===== src/rtl/textmode_timing.sv =====
// Text-mode raster timing: pixel enable, h/v counters, cell coordinates,
// delayed blank/syncs and blink. Optional cursor overlay: TEXTMODE_CURSOR_EN.
module textmode_timing #(
  parameter int H_VISIBLE     = 640,
  parameter int H_FRONT       = 16,
  parameter int H_SYNC        = 96,
  parameter int H_BACK        = 48,
  parameter int V_VISIBLE     = 480,
  parameter int V_FRONT       = 10,
  parameter int V_SYNC        = 2,
  parameter int V_BACK        = 33,
  parameter int FETCH_LATENCY = 2,
  parameter int BLINK_FRAMES  = 16
) (
  input  logic       clk,
  input  logic       reset,
  output logic       pixclk,
  output logic [6:0] char_col,
  output logic [4:0] char_row,
  output logic [3:0] glyph_row,
  output logic [2:0] glyph_col,
  output logic       fetch_valid,
  output logic       blank,
  output logic       hsync,
  output logic       vsync,
  output logic       blink,
  output logic       frame_start
`ifdef TEXTMODE_CURSOR_EN
  ,
  input  logic [6:0] cursor_col,
  input  logic [4:0] cursor_row,
  output logic       cursor
`endif
);

  localparam int H_TOTAL  = H_VISIBLE + H_FRONT + H_SYNC + H_BACK;
  localparam int V_TOTAL  = V_VISIBLE + V_FRONT + V_SYNC + V_BACK;
  localparam int HS_START = H_VISIBLE + H_FRONT;
  localparam int HS_END   = HS_START + H_SYNC;
  localparam int VS_START = V_VISIBLE + V_FRONT;
  localparam int VS_END   = VS_START + V_SYNC;
  localparam int HW = (H_TOTAL > 1024) ? $clog2(H_TOTAL) : 10;
  localparam int VW = (V_TOTAL > 512) ? $clog2(V_TOTAL) : 9;
  localparam int L  = FETCH_LATENCY;

  logic [HW-1:0] h_cnt;
  logic [VW-1:0] v_cnt;
  logic [7:0]    frame_cnt;
  logic          tick;
  logic          h_last;
  logic          v_last;
  logic          fv_c;
  logic          hs_c;
  logic          vs_c;
  logic          hs_u;
  logic          vs_u;
  logic [L-1:0]  blank_d;
  logic [L-1:0]  hs_d;
  logic [L-1:0]  vs_d;

  assign tick   = pixclk;
  assign h_last = (h_cnt == HW'(H_TOTAL - 1));
  assign v_last = (v_cnt == VW'(V_TOTAL - 1));

  always_comb begin
    fv_c = (h_cnt < HW'(H_VISIBLE)) && (v_cnt < VW'(V_VISIBLE));
    hs_c = !((h_cnt >= HW'(HS_START)) && (h_cnt < HW'(HS_END)));
    vs_c = !((v_cnt >= VW'(VS_START)) && (v_cnt < VW'(VS_END)));
  end

  always_ff @(posedge clk) begin
    if (reset) begin
      pixclk      <= 1'b0;
      h_cnt       <= '0;
      v_cnt       <= '0;
      frame_cnt   <= '0;
      blink       <= 1'b0;
      frame_start <= 1'b0;
      char_col    <= '0;
      char_row    <= '0;
      glyph_row   <= '0;
      glyph_col   <= '0;
      fetch_valid <= 1'b0;
      hs_u        <= 1'b1;
      vs_u        <= 1'b1;
      blank_d     <= '0;
      hs_d        <= '1;
      vs_d        <= '1;
    end else begin
      pixclk      <= ~pixclk;
      frame_start <= tick & h_last & v_last;
      if (tick) begin
        h_cnt <= h_last ? '0 : h_cnt + 1'b1;
        if (h_last) begin
          v_cnt <= v_last ? '0 : v_cnt + 1'b1;
          // blink flips on the same tick the frame wraps
          if (v_last) begin
            if (frame_cnt == 8'(BLINK_FRAMES - 1)) begin
              frame_cnt <= '0;
              blink     <= ~blink;
            end else begin
              frame_cnt <= frame_cnt + 1'b1;
            end
          end
        end
        glyph_col   <= h_cnt[2:0];
        char_col    <= h_cnt[9:3];
        glyph_row   <= v_cnt[3:0];
        char_row    <= v_cnt[8:4];
        fetch_valid <= fv_c;
        hs_u        <= hs_c;
        vs_u        <= vs_c;
        blank_d[0]  <= fetch_valid;
        hs_d[0]     <= hs_u;
        vs_d[0]     <= vs_u;
        for (int i = 1; i < L; i++) begin
          blank_d[i] <= blank_d[i-1];
          hs_d[i]    <= hs_d[i-1];
          vs_d[i]    <= vs_d[i-1];
        end
      end
    end
  end

  assign blank = blank_d[L-1];
  assign hsync = hs_d[L-1];
  assign vsync = vs_d[L-1];

`ifdef TEXTMODE_CURSOR_EN
  logic         cur_c;
  logic         cur_u;
  logic [L-1:0] cur_d;

  always_comb begin
    cur_c = fv_c && (h_cnt[9:3] == cursor_col) && (v_cnt[8:4] == cursor_row)
         && (v_cnt[3:0] >= 4'd14) && blink;
  end

  always_ff @(posedge clk) begin
    if (reset) begin
      cur_u <= 1'b0;
      cur_d <= '0;
    end else if (tick) begin
      cur_u    <= cur_c;
      cur_d[0] <= cur_u;
      for (int i = 1; i < L; i++) begin
        cur_d[i] <= cur_d[i-1];
      end
    end
  end

  assign cursor = cur_d[L-1];
`endif

endmodule


===== config.mk =====
export PLATFORM = sky130hd
export DESIGN_NAME = textmode_timing
export DESIGN_NICKNAME = d
export VERILOG_FILES = /design/src/rtl/textmode_timing.sv
export SDC_FILE = /design/constraint.sdc
export NUM_CORES = 1
export LEC_CHECK = 0
export ABC_AREA = 1
export CAP_MARGIN = 20
export CORE_MARGIN = 3
export CORE_UTILIZATION = 50
export CTS_CLUSTER_DIAMETER = 100
export CTS_CLUSTER_SIZE = 40
export DETAILED_ROUTE_END_ITERATION = 10
export PLACE_DENSITY = 0.79
export SETUP_SLACK_MARGIN = 0.5
export SLEW_MARGIN = 20
export SYNTH_ARGS = -nofsm -noshare
export SYNTH_HDL_FRONTEND = slang
export SYNTH_SLANG_ARGS = --single-unit

===== constraint.sdc =====
create_clock -name clk -period 2.2 [get_ports clk]
set_input_delay 0.44 -clock clk [delete_from_list [all_inputs] [get_ports clk]]
set_output_delay 0.44 -clock clk [all_outputs]
set_load 0.1 [all_outputs]

==> impl_metrics.sql, run 1 <==
INSERT INTO impl_metrics (metric_group, metric, value, unit) VALUES
('status', 'outcome', 'finished clean', ''),
('layout', 'n_antenna_cell', '0', ''),
('placement', 'preCtsSetupSlack', '0.389', 'ns'),
('sta', 'layout_setup_ws', '0.606', 'ns'),
('routing', 'ant_nets_after_route', '0', ''),
('routing', 'drc', '0', ''),
('routing', 'drt_pass1_iterations', '4', ''),
('sta', 'timing_worst_slew_pin_value', '0.357', 'ns'),
('placement', 'placement.cell_area', '2960', 'um2'),
('layout', 'finalNonFillerCells', '462', ''),
('setup_path', 'worst_path_max_delay_cell', 'sky130_fd_sc_hd__dfxtp_1', ''),
('sta', 'final_hold_viol_count', '0', ''),
('sta', 'maxSlewHeadroom', '76.0', '%'),
('sta', 'worst_clock_skew', '0.00481', 'ns'),
('floorplanning', 'floorplan.die_area', '6230', 'um2'),
('floorplanning', 'die_w', '78.9', 'um'),
('routing', 'vias', '2339', ''),
('sta', 'final_min_period_over_clock_period', '72.5', '%'),
('routing', 'wirelength', '5800', 'um'),
('setup_path', 'worstReg2RegEnd', 'frame_cnt[4]', ''),
('yosys', 'ys_seq_elements', '59', ''),
('grt', 'grt_pass1_wl', '10000', 'um'),
('setup_path', 'path_class', 'reg2reg', ''),
('pwr', 'power.density_cell_area', '715', 'nW/um2'),
('setup_path', 'crit_required', '2.47', 'ns'),
('setup_path', 'worstPathCellList', 'ha_1 > nand2_2 > nor2_4 > nand4_2 > nor2_4 > nand2_1 > a21oi_1', ''),
('routing', 'via_per_inst', '5.06', ''),
('floorplanning', 'top_level_ports', '28', ''),
('job', 'cap_viol_max_count', '0', ''),
('yosys', 'yosysTopAreaCellShare', '44.4', '%'),
('grt', 'antenna_found_initial', '0', ''),
('clock_tree', 'cts_num_sinks', '59', ''),
('sta', 'period_minus_slack', '1.59', 'ns'),
('yosys', 'synth.cell_area', '2660', 'um2'),
('sta', 'achievable-frequency', '627', 'MHz'),
('setup_path', 'timing.critical_path.mode_cell', 'sky130_fd_sc_hd__nor2_4', ''),
('routing', 'drtIter0Drc', '145', ''),
('yosys', 'netlist.top_cell.by_area', 'sky130_fd_sc_hd__dfxtp_1', ''),
('layout', 'final_design_area_no_fill', '3180', 'um2'),
('sta', 'setup_tns', '0', 'ns'),
('sta', 'rsz0062_at_grt', 'true', ''),
('layout', 'synthToLayoutAreaGrowth', '19.7', '%'),
('setup_path', 'crit_arrival', '1.86', 'ns'),
('clock_tree', 'cts-buffers-inserted', '9', ''),
('yosys', 'avgSynthCellArea', '7.47', 'um2'),
('setup_path', 'r2r_cells', '7', ''),
('floorplanning', 'floorplan.core_area', '4940', 'um2'),
('placement', 'port_buffers', '27', ''),
('setup_path', 'timing.critical_path.from', 'h_cnt[1]', ''),
('grt', 'globalRouteTotalUtil', '20.8', '%'),
('grt', 'number_of_global_route_vias_before_repair', '2203', ''),
('clock_tree', 'tritoncts', 'done', ''),
('setup_path', 'cp-end-kind', 'flop', ''),
('setup_path', 'setup.worst_path.end', 'frame_cnt[4]', ''),
('grt', 'grt-ovfl-total', '0', ''),
('yosys', 'synthDistinctLibCells', '33', ''),
('sta', 'setup_viol_count_final', '0', ''),
('floorplanning', 'num_rows', '25', ''),
('sta', 'report.final.slew_viol_count', '0', ''),
('clock_tree', 'worst_setup_hold_path_clk_slew', '0.07', 'ns'),
('floorplanning', 'die_height', '78.9', 'um'),
('yosys', 'synth.top_cells.by_area', 'sky130_fd_sc_hd__dfxtp_1, sky130_fd_sc_hd__nand2_1, sky130_fd_sc_hd__nor2_1', ''),
('routing', 'wire_per_inst', '12.5', 'um'),
('clock_tree', 'post_cts_setup_driven_buffer_insertion_count', '0', ''),
('placement', 'routabilityCongestion', '0.867', ''),
('yosys', 'syn_inst', '356', ''),
('clock_tree', 'clock_latency_reported_for_the_late_side_of_the_worst_skew_pair', '0.33', 'ns'),
('clock_tree', 'cts_root_buffer', 'sky130_fd_sc_hd__clkbuf_8', ''),
('grt', 'grt_start_max_net_pins', '21', ''),
('yosys', 'synth_sequential_area_ratio', '44.4', '%'),
('placement', 'number_of_placed_instances_taps_included', '447', '');
[worst max-delay path, delay by kind of cell, from the launching register on]
kind | cells | cell delay (ns)
AND/OR/NAND/NOR | 5 | 0.74
flip-flops | 1 | 0.40
adder cells (fa/ha/maj) | 1 | 0.25
AO/OA/AOI/OAI | 1 | 0.14
[worst min-delay path by stage]
stage | depth (start not counted) | slack (ns) | startpoint | end
floorplan | 2 | 0.43 | hs_d[0] | hs_d[0]
global placement | 2 | 0.44 | glyph_row[1] | glyph_row[1]
detailed placement | 2 | 0.44 | glyph_col[2] | glyph_col[2]
CTS | 2 | 0.46 | glyph_col[2] | glyph_col[2]
global route | 2 | 0.49 | char_row[2] | char_row[2]
finish | 2 | 0.46 | vs_d[0] | vs_d[0]
[synthesized netlist by cell type]
master,count
sky130_fd_sc_hd__a21oi_1,19
sky130_fd_sc_hd__a22o_1,1
sky130_fd_sc_hd__a31oi_1,2
sky130_fd_sc_hd__buf_2,3
sky130_fd_sc_hd__buf_4,1
sky130_fd_sc_hd__clkbuf_1,2
sky130_fd_sc_hd__clkbuf_2,1
sky130_fd_sc_hd__dfxtp_1,59
sky130_fd_sc_hd__ha_1,5
sky130_fd_sc_hd__inv_1,37
sky130_fd_sc_hd__inv_2,9
sky130_fd_sc_hd__nand2_1,83
sky130_fd_sc_hd__nand2_2,5
sky130_fd_sc_hd__nand3_1,13
sky130_fd_sc_hd__nand3_2,3
sky130_fd_sc_hd__nand4_1,10
sky130_fd_sc_hd__nand4_2,2
sky130_fd_sc_hd__nor2_1,44
sky130_fd_sc_hd__nor2_2,6
sky130_fd_sc_hd__nor2_4,5
sky130_fd_sc_hd__nor2_8,1
sky130_fd_sc_hd__nor3_1,4
sky130_fd_sc_hd__nor3_4,1
sky130_fd_sc_hd__nor3b_1,1
sky130_fd_sc_hd__o211a_1,1
sky130_fd_sc_hd__o211ai_1,2
sky130_fd_sc_hd__o21ai_0,22
sky130_fd_sc_hd__o21bai_1,1
sky130_fd_sc_hd__o22ai_1,4
sky130_fd_sc_hd__o31ai_1,1
sky130_fd_sc_hd__or2_2,1
sky130_fd_sc_hd__xnor2_1,1
sky130_fd_sc_hd__xor2_1,6
[registers in the layout (all words and copies together), names as in the netlist]
signal / flops
fetch_valid: 1
pixclk: 1
blank_d: 2
frame_start: 1
glyph_col: 3
frame_cnt: 8
vs_d: 2
vs_u: 1
char_row: 5
glyph_row: 4
hs_u: 1
v_cnt: 10
h_cnt: 10
blink: 1
hs_d: 2
char_col: 7
[cell type report]
class                           instances  area (um2)
Clock buffer                           10         138
Timing Repair Buffer                   31         248
Fill cell                             444        1760
Multi-Input combinational cell        244        1280
Sequential cell                        59        1180
Inverter                               46         173
Clock inverter                          5        77.6
Tap cell                               67        83.8
[where the power goes]
group          internal (uW)  total [uW]  switching, uW
clock network            657        1070            409
registers               1080        1100           16.5
logic                   29.4         116           86.6
total                   1770        2280            512
[repair_timing]
action | in CTS | in global routing
gates resized for setup | 0 | 2
hold buffers | 0 | 0
setup endpoints to repair | 0 | 7
[cells in the final DEF (no fill, tap or decap), drive strengths merged, types with 10 or more instances in the layout]
| cell | count |
|---|---|
| buf | 30 |
| dfxtp | 59 |
| inv | 46 |
| nand4 | 12 |
| nand2 | 88 |
| clkbuf | 10 |
| o21ai | 22 |
| a21oi | 19 |
| nor2 | 56 |
| nand3 | 16 |
[per-layer routing]
layer  track usage [%]  vias to the layer above  share of wire [%]
met5                 0                        -                  0
met4              11.5                        0                2.5
met3              5.22                       11                5.1
met2              32.0                       52                 44
met1              26.8                     1061                 48
li1                  -                     1215                  -
[cell families after synthesis]
| family | count (synthesis) | share of synthesized area (%) |
|---|---|---|
| adders and majority gates | 5 | 2.35 |
| AOI/OAI and AO/OA | 53 | 11.0 |
| DFF | 59 | 44.4 |
| and+or+nand+nor | 179 | 32.1 |
| xor gates and xnor gates | 7 | 2.31 |
| buffers and inverters | 53 | 7.81 |
[stage by stage]
stage | hold WS (ns) | power, uW | utilization [%]
5_1_grt | 0.487 | 2370 | 64.4
2_1_floorplan | 0.430 | 1200 | -
6_report | 0.456 | 2280 | 64.4
4_1_cts | 0.458 | 2300 | 64.2
3_3_place_gp | 0.441 | 1230 | 59.8
3_5_place_dp | 0.443 | 1240 | 59.8
Power figures use the tool's default switching activity.
==> inputs of run 2 (changes only) <==
==> constraint.sdc (replaced) <==
create_clock -name clk -period 1.5 [get_ports clk]
set_input_delay 0.3 -clock clk [delete_from_list [all_inputs] [get_ports clk]]
set_output_delay 0.3 -clock clk [all_outputs]
set_load 0.1 [all_outputs]
==> impl_metrics.sql, run 2 (synthesized netlist as in run 1, its figures left out) <==
INSERT INTO impl_metrics (metric_group, metric, value, unit) VALUES
('sta', 'timing_worst_slew_pin_value', '0.359', 'ns'),
('setup_path', 'cp_top_family', 'simple AND/OR/NAND/NOR gates', ''),
('clock_tree', 'worst_setup_hold_path_clk_slew', '0.08', 'ns'),
('sta', 'setup_viol_count_final', '25', ''),
('floorplanning', 'floorplan.core_area', '4940', 'um2'),
('setup_path', 'critPathBufInv', '1', ''),
('sta', 'achievable-frequency', '556', 'MHz'),
('floorplanning', 'num_rows', '25', ''),
('clock_tree', 'clock_latency_reported_for_the_late_side_of_the_worst_skew_pair', '0.36', 'ns'),
('setup_path', 'regToRegStartpoint', 'h_cnt[8]', ''),
('layout', 'commonest_non_fill_non_tap_cell_in_the_layout', 'sky130_fd_sc_hd__nand2_1', ''),
('setup_path', 'timing.critical_path.from', 'h_cnt[8]', ''),
('clock_tree', 'hold_buffers', '0', ''),
('layout', 'final_core_util', '91.8', '%'),
('setup_path', 'setup.worst_path.end', 'v_cnt[4]', ''),
('routing', 'drtIter0Drc', '463', ''),
('placement', 'placement.cell_area', '3390', 'um2'),
('setup_path', 'path_depth', '7', ''),
('grt', 'globalRouteTotalUtil', '27.6', '%'),
('job', 'cap_viol_max_count', '0', ''),
('pwr', 'p_leak', '0.00190', 'uW'),
('floorplanning', 'floorplan.die_area', '6230', 'um2'),
('sta', 'report.final.slew_viol_count', '0', ''),
('clock_tree', 'cts_root_buffer', 'sky130_fd_sc_hd__clkbuf_8', ''),
('sta', 'layout_setup_ws', '-0.298', 'ns'),
('sta', 'hold_ws', '0.493', 'ns'),
('grt', 'antenna_found_initial', '0', ''),
('layout', 'multi_input_comb_area', '1730', 'um2'),
('sta', 'worst_clock_skew', '0.0161', 'ns'),
('floorplanning', 'die_height', '78.9', 'um'),
('setup_path', 'startpoint_class_of_the_critical_path', 'flop', ''),
('floorplanning', 'initial_core_utilization', '53.8', '%'),
('grt', 'grt-ovfl-total', '0', ''),
('layout', 'n_antenna_cell', '0', ''),
('layout', 'register_area', '1250', 'um2'),
('grt', 'number_of_global_route_vias_before_repair', '2800', ''),
('placement', 'routabilityCongestion', '0.956', ''),
('clock_tree', 'htree_levels', '3', ''),
('clock_tree', 'clock_path_buffers', '2', ''),
('clock_tree', 'cts_num_sinks', '59', ''),
('routing', 'drt_pass1_iterations', '9', ''),
('setup_path', 'r2r_slack', '-0.30', 'ns'),
('setup_path', 'crit_arrival', '2.04', 'ns'),
('layout', 'layout_top_registers', 'h_cnt: 10 flops, v_cnt: 10 flops, frame_cnt: 8 flops', ''),
('min_path', 'min-delay-path-class', 'in2reg', ''),
('clock_tree', 'tritoncts', 'done', ''),
('sta', 'final_min_period_over_clock_period', '120', '%'),
('layout', 'final_design_area_no_fill', '4540', 'um2'),
('setup_path', 'max_stage_delay', '0.44', 'ns'),
('routing', 'ant_nets_after_route', '0', ''),
('routing', 'wirelength', '12300', 'um'),
('setup_path', 'crit_required', '1.74', 'ns'),
('status', 'outcome', 'finished, violations left', ''),
('routing', 'via_per_inst', '6.43', ''),
('setup_path', 'cp_max_fo', '5', ''),
('setup_path', 'path_class', 'reg2reg', ''),
('pwr', 'worst_ir_drop_vdd', '0.00144', 'V'),
('layout', 'filler_cell_count_in_the_final_layout', '182', ''),
('setup_path', 'worst_path_max_delay_cell', 'sky130_fd_sc_hd__dfxtp_1', ''),
('setup_path', 'timing.critical_path.mode_cell', 'sky130_fd_sc_hd__nor2_1', ''),
('grt', 'grt_pass1_wl', '13200', 'um'),
('layout', 'final_net_count', '448', ''),
('routing', 'vias', '3300', ''),
('sta', 'rsz0062_at_grt', 'true', ''),
('grt', 'grt_start_max_net_pins', '20', ''),
('layout', 'synthToLayoutAreaGrowth', '70.6', '%'),
('pwr', 'post-layout-total-power', '3710', 'uW'),
('setup_path', 'r2r_cells', '7', ''),
('layout', 'layout-drive-gt1-share', '54.9', '%'),
('layout', 'most-common-layout-cells', 'sky130_fd_sc_hd__nand2_1, sky130_fd_sc_hd__inv_1, sky130_fd_sc_hd__buf_4', ''),
('placement', 'port_buffers', '27', ''),
('routing', 'wire_per_inst', '24.0', 'um'),
('clock_tree', 'cts-buffers-inserted', '9', ''),
('floorplanning', 'die_w', '78.9', 'um'),
('routing', 'drc', '0', ''),
('sta', 'period_minus_slack', '1.80', 'ns'),
('pwr', 'power.density_cell_area', '819', 'nW/um2'),
('setup_path', 'worstPathCellList', 'nand2_1 > inv_2 > nand3_4 > nor2_8 > nand4_1 > nor2_1 > nor2_1', ''),
('setup_path', 'worstReg2RegEnd', 'v_cnt[4]', ''),
('placement', 'dpl.hpwl', '4650', 'um'),
('setup_path', 'cp-end-kind', 'flop', ''),
('sta', 'final_hold_viol_count', '0', ''),
('sta', 'maxSlewHeadroom', '75.8', '%'),
('status', 'failed_checks', 'negative setup slack', ''),
('floorplanning', 'top_level_ports', '28', '');
## run 2: per-layer routing
layer	vias up	share of wire (%)	track usage (%)	wire length [um]
li1	1322	-	-	-
met4	0	9.4	17.9	1160
met5	-	0	0	0
met3	140	11	9.30	1400
met1	1498	33	29.4	4080
met2	340	46	46.7	5660
## run 2: worst min path at each step
stage | cells after the start | endpoint | startpoint
after floorplan | 2 | hs_d[1] | hs_d[0]
after global placement | 2 | hs_d[1] | hs_d[0]
after detailed placement | 2 | hs_d[1] | hs_d[0]
after CTS | 2 | hs_d[1] | hs_d[0]
after global routing | 3 | v_cnt[7] | reset
final | 3 | v_cnt[7] | reset
## run 2: power breakdown
group | internal [uW] | switching, uW
logic | 143 | 229
clock network | 1020 | 732
registers | 1570 | 24.3
total | 2730 | 985
## run 2: what timing repair did
action | in CTS | in global routing
setup endpoints to repair | 82 | 84
buffers inserted | 17 | 24
cloned | 2 | 2
pin swaps | 15 | 39
resized for setup | 44 | 120
## run 2: worst reg2reg max path: stages (launching register included)
cell                      delay (ns)
sky130_fd_sc_hd__dfxtp_1        0.44
sky130_fd_sc_hd__nand2_1        0.21
sky130_fd_sc_hd__inv_2          0.16
sky130_fd_sc_hd__nand3_4        0.14
sky130_fd_sc_hd__nor2_8         0.19
sky130_fd_sc_hd__nand4_1        0.17
sky130_fd_sc_hd__nor2_1         0.23
sky130_fd_sc_hd__nor2_1         0.12
## run 2: area by class of cell
cell class | count | area share, %
tap | 67 | 1.85
multi-input combinational | 245 | 38.1
clock buffer | 11 | 3.34
timing repair inverter | 2 | 0.717
inverter | 46 | 4.58
timing repair buffer | 78 | 22.1
sequential | 59 | 27.6
clock inverter | 5 | 1.65
## run 2: stage by stage
stage | instances | setup TNS [ns] | worst slack (ns)
final | 513 | -2.64 | -0.298
after detailed placement | 452 | -0.0161 | -0.0161
after CTS | 487 | 0 | 0.0768
after floorplan | 356 | 0 | 0.125
after global routing | 513 | -3.29 | -0.392
after global placement | 452 | 0 | 0.00382
==> inputs of run 3 (changes only) <==
--- a/config.mk
+++ b/config.mk
@@ -8,11 +8,11 @@
 export ABC_AREA = 1
 export CAP_MARGIN = 20
 export CORE_MARGIN = 3
-export CORE_UTILIZATION = 50
+export CORE_UTILIZATION = 34
 export CTS_CLUSTER_DIAMETER = 100
 export CTS_CLUSTER_SIZE = 40
 export DETAILED_ROUTE_END_ITERATION = 10
-export PLACE_DENSITY = 0.79
+export PLACE_DENSITY = 0.59
 export SETUP_SLACK_MARGIN = 0.5
 export SLEW_MARGIN = 20
 export SYNTH_ARGS = -nofsm -noshare
==> impl_metrics.sql, run 3 (synthesized netlist as in run 1, its figures left out) <==
INSERT INTO impl_metrics (metric_group, metric, value, unit) VALUES
('sta', 'final_hold_viol_count', '0', ''),
('sta', 'timing_worst_slew_pin_value', '0.255', 'ns'),
('setup_path', 'cp_max_fo', '5', ''),
('routing', 'wirelength', '8100', 'um'),
('layout', 'n_antenna_cell', '0', ''),
('floorplanning', 'num_rows', '31', ''),
('sta', 'worst_clock_skew', '0.00829', 'ns'),
('grt', 'number_of_global_route_vias_before_repair', '2601', ''),
('clock_tree', 'clock_latency_reported_for_the_late_side_of_the_worst_skew_pair', '0.35', 'ns'),
('sta', 'achievable-frequency', '687', 'MHz'),
('job', 'cap_viol_max_count', '0', ''),
('placement', 'dpl.hpwl', '4820', 'um'),
('pwr', 'post-layout-total-power', '3430', 'uW'),
('clock_tree', 'cts_num_sinks', '59', ''),
('pwr', 'p_leak', '0.00192', 'uW'),
('setup_path', 'cp-end-kind', 'flop', ''),
('floorplanning', 'die_height', '94.4', 'um'),
('clock_tree', 'clock_path_buffers', '2', ''),
('sta', 'rsz0062_at_grt', 'true', ''),
('layout', 'finalNonFillerCells', '544', ''),
('layout', 'synthToLayoutAreaGrowth', '72.4', '%'),
('sta', 'report.final.slew_viol_count', '0', ''),
('grt', 'grt_pass1_wl', '12500', 'um'),
('clock_tree', 'worst_setup_hold_path_clk_slew', '0.07', 'ns'),
('sta', 'hold_ws', '0.464', 'ns'),
('setup_path', 'r2r_slack', '0.04', 'ns'),
('layout', 'layout_top_registers', 'h_cnt: 10 flops, v_cnt: 10 flops, frame_cnt: 8 flops', ''),
('setup_path', 'crit_arrival', '1.70', 'ns'),
('sta', 'layout_setup_ws', '0.0444', 'ns'),
('routing', 'drc', '0', ''),
('floorplanning', 'top_level_ports', '28', ''),
('min_path', 'min-delay-path-class', 'reg2reg', ''),
('placement', 'routabilityCongestion', '0.834', ''),
('layout', 'multi_input_comb_area', '1760', 'um2'),
('pwr', 'worst_ir_drop_vdd', '0.000609', 'V'),
('clock_tree', 'cts_root_buffer', 'sky130_fd_sc_hd__clkbuf_8', ''),
('layout', 'filler_cell_count_in_the_final_layout', '575', ''),
('routing', 'drtIter0Drc', '129', ''),
('clock_tree', 'tritoncts', 'done', ''),
('layout', 'register_area', '1260', 'um2'),
('floorplanning', 'floorplan.core_area', '7410', 'um2'),
('setup_path', 'crit_required', '1.75', 'ns'),
('sta', 'setup_viol_count_final', '0', ''),
('clock_tree', 'cts-buffers-inserted', '9', ''),
('layout', 'final_net_count', '447', ''),
('sta', 'final_min_period_over_clock_period', '97.0', '%'),
('grt', 'grt_start_max_net_pins', '12', ''),
('grt', 'grt-ovfl-total', '0', ''),
('sta', 'maxSlewHeadroom', '82.8', '%'),
('routing', 'drt_pass1_iterations', '4', ''),
('floorplanning', 'die_w', '94.4', 'um'),
('floorplanning', 'floorplan.die_area', '8920', 'um2'),
('setup_path', 'path_class', 'reg2reg', ''),
('pwr', 'power.density_cell_area', '748', 'nW/um2'),
('layout', 'layout-drive-gt1-share', '56.4', '%'),
('layout', 'commonest_non_fill_non_tap_cell_in_the_layout', 'sky130_fd_sc_hd__nand2_1', ''),
('clock_tree', 'htree_levels', '3', ''),
('routing', 'via_per_inst', '4.96', ''),
('layout', 'most-common-layout-cells', 'sky130_fd_sc_hd__nand2_1, sky130_fd_sc_hd__inv_1, sky130_fd_sc_hd__buf_12, sky130_fd_sc_hd__buf_4, sky130_fd_sc_hd__nor2_1', ''),
('grt', 'globalRouteTotalUtil', '18.2', '%'),
('floorplanning', 'initial_core_utilization', '35.9', '%'),
('status', 'outcome', 'finished clean', ''),
('sta', 'period_minus_slack', '1.46', 'ns'),
('placement', 'port_buffers', '27', ''),
('setup_path', 'startpoint_class_of_the_critical_path', 'flop', ''),
('routing', 'wire_per_inst', '14.9', 'um'),
('sta', 'setup_tns', '0', 'ns'),
('routing', 'vias', '2700', ''),
('routing', 'ant_nets_after_route', '0', ''),
('placement', 'number_of_placed_instances_taps_included', '492', ''),
('grt', 'antenna_found_initial', '1', ''),
('placement', 'preCtsSetupSlack', '-0.0153', 'ns');
==> run 3: cell types whose count changed in the layout (fill, tap and decap cells not counted), moves of 3 or more <==
cell / previous run / this run
sky130_fd_sc_hd__a21oi_2: 9 / 12
sky130_fd_sc_hd__nand2_4: 6 / 11
sky130_fd_sc_hd__nor2_1: 25 / 28
sky130_fd_sc_hd__nand2_1: 63 / 58
sky130_fd_sc_hd__a21oi_1: 10 / 7
sky130_fd_sc_hd__buf_6: 14 / 18
sky130_fd_sc_hd__buf_4: 33 / 29
==> run 3: worst paths after layout <==
check	from	to	cells past startpoint
min	glyph_col[2]	glyph_col[2]	2
max reg2reg	h_cnt[1]	v_cnt[4]	7
min reg2reg	glyph_col[2]	glyph_col[2]	2
max	h_cnt[1]	v_cnt[4]	7
==> run 3: timing repair <==
action                                  CTS  global route
pin swaps                                24            14
resized for setup                        71           105
buffers inserted                         22            10
cloned                                    3             1
endpoints found under the setup margin   84            83
hold buffers                              0             0
==> run 3: layout make-up <==
class / instances / share of cell area [%]
repair inverters: 2 / 0.710
well taps: 99 / 2.70
clock inverters: 6 / 1.42
clock buffers: 10 / 3.00
multi-input cells: 245 / 38.4
inverters: 46 / 4.37
flip-flops and latches: 59 / 27.4
repair buffers: 77 / 22.0
==> run 3: per-stage QoR <==
stage | area (um2) | utilization, %
floorplan | 2770 | -
global placement | 3510 | 47.3
detailed placement | 3510 | 47.3
CTS | 4120 | 55.6
global route | 4580 | 61.9
finish | 4580 | 61.9
==> run 3: report_power, final <==
part	switching [uW]	internal [uW]
logic	214	147
clock network	672	811
registers	19.0	1570
total	905	2520
==> run 3: metal layers <==
layer / part of all wire, % / track usage [%] / up-vias
li1: - / - / 1328
met1: 43 / 22.3 / 1283
met2: 50 / 30.5 / 69
met3: 4.4 / 4.46 / 18
met4: 2.3 / 7.58 / 2
met5: 0.22 / 0 / -
==> run 3: worst max-delay path, cell delays in order, from the launching register on <==
cell and delay, ns:
sky130_fd_sc_hd__dfxtp_2 0.35, sky130_fd_sc_hd__ha_4 0.16, sky130_fd_sc_hd__buf_4 0.11, sky130_fd_sc_hd__nand3_2 0.18, sky130_fd_sc_hd__nor2_8 0.20, sky130_fd_sc_hd__nand4_1 0.17
sky130_fd_sc_hd__nor2_1 0.15, sky130_fd_sc_hd__nor2_1 0.06
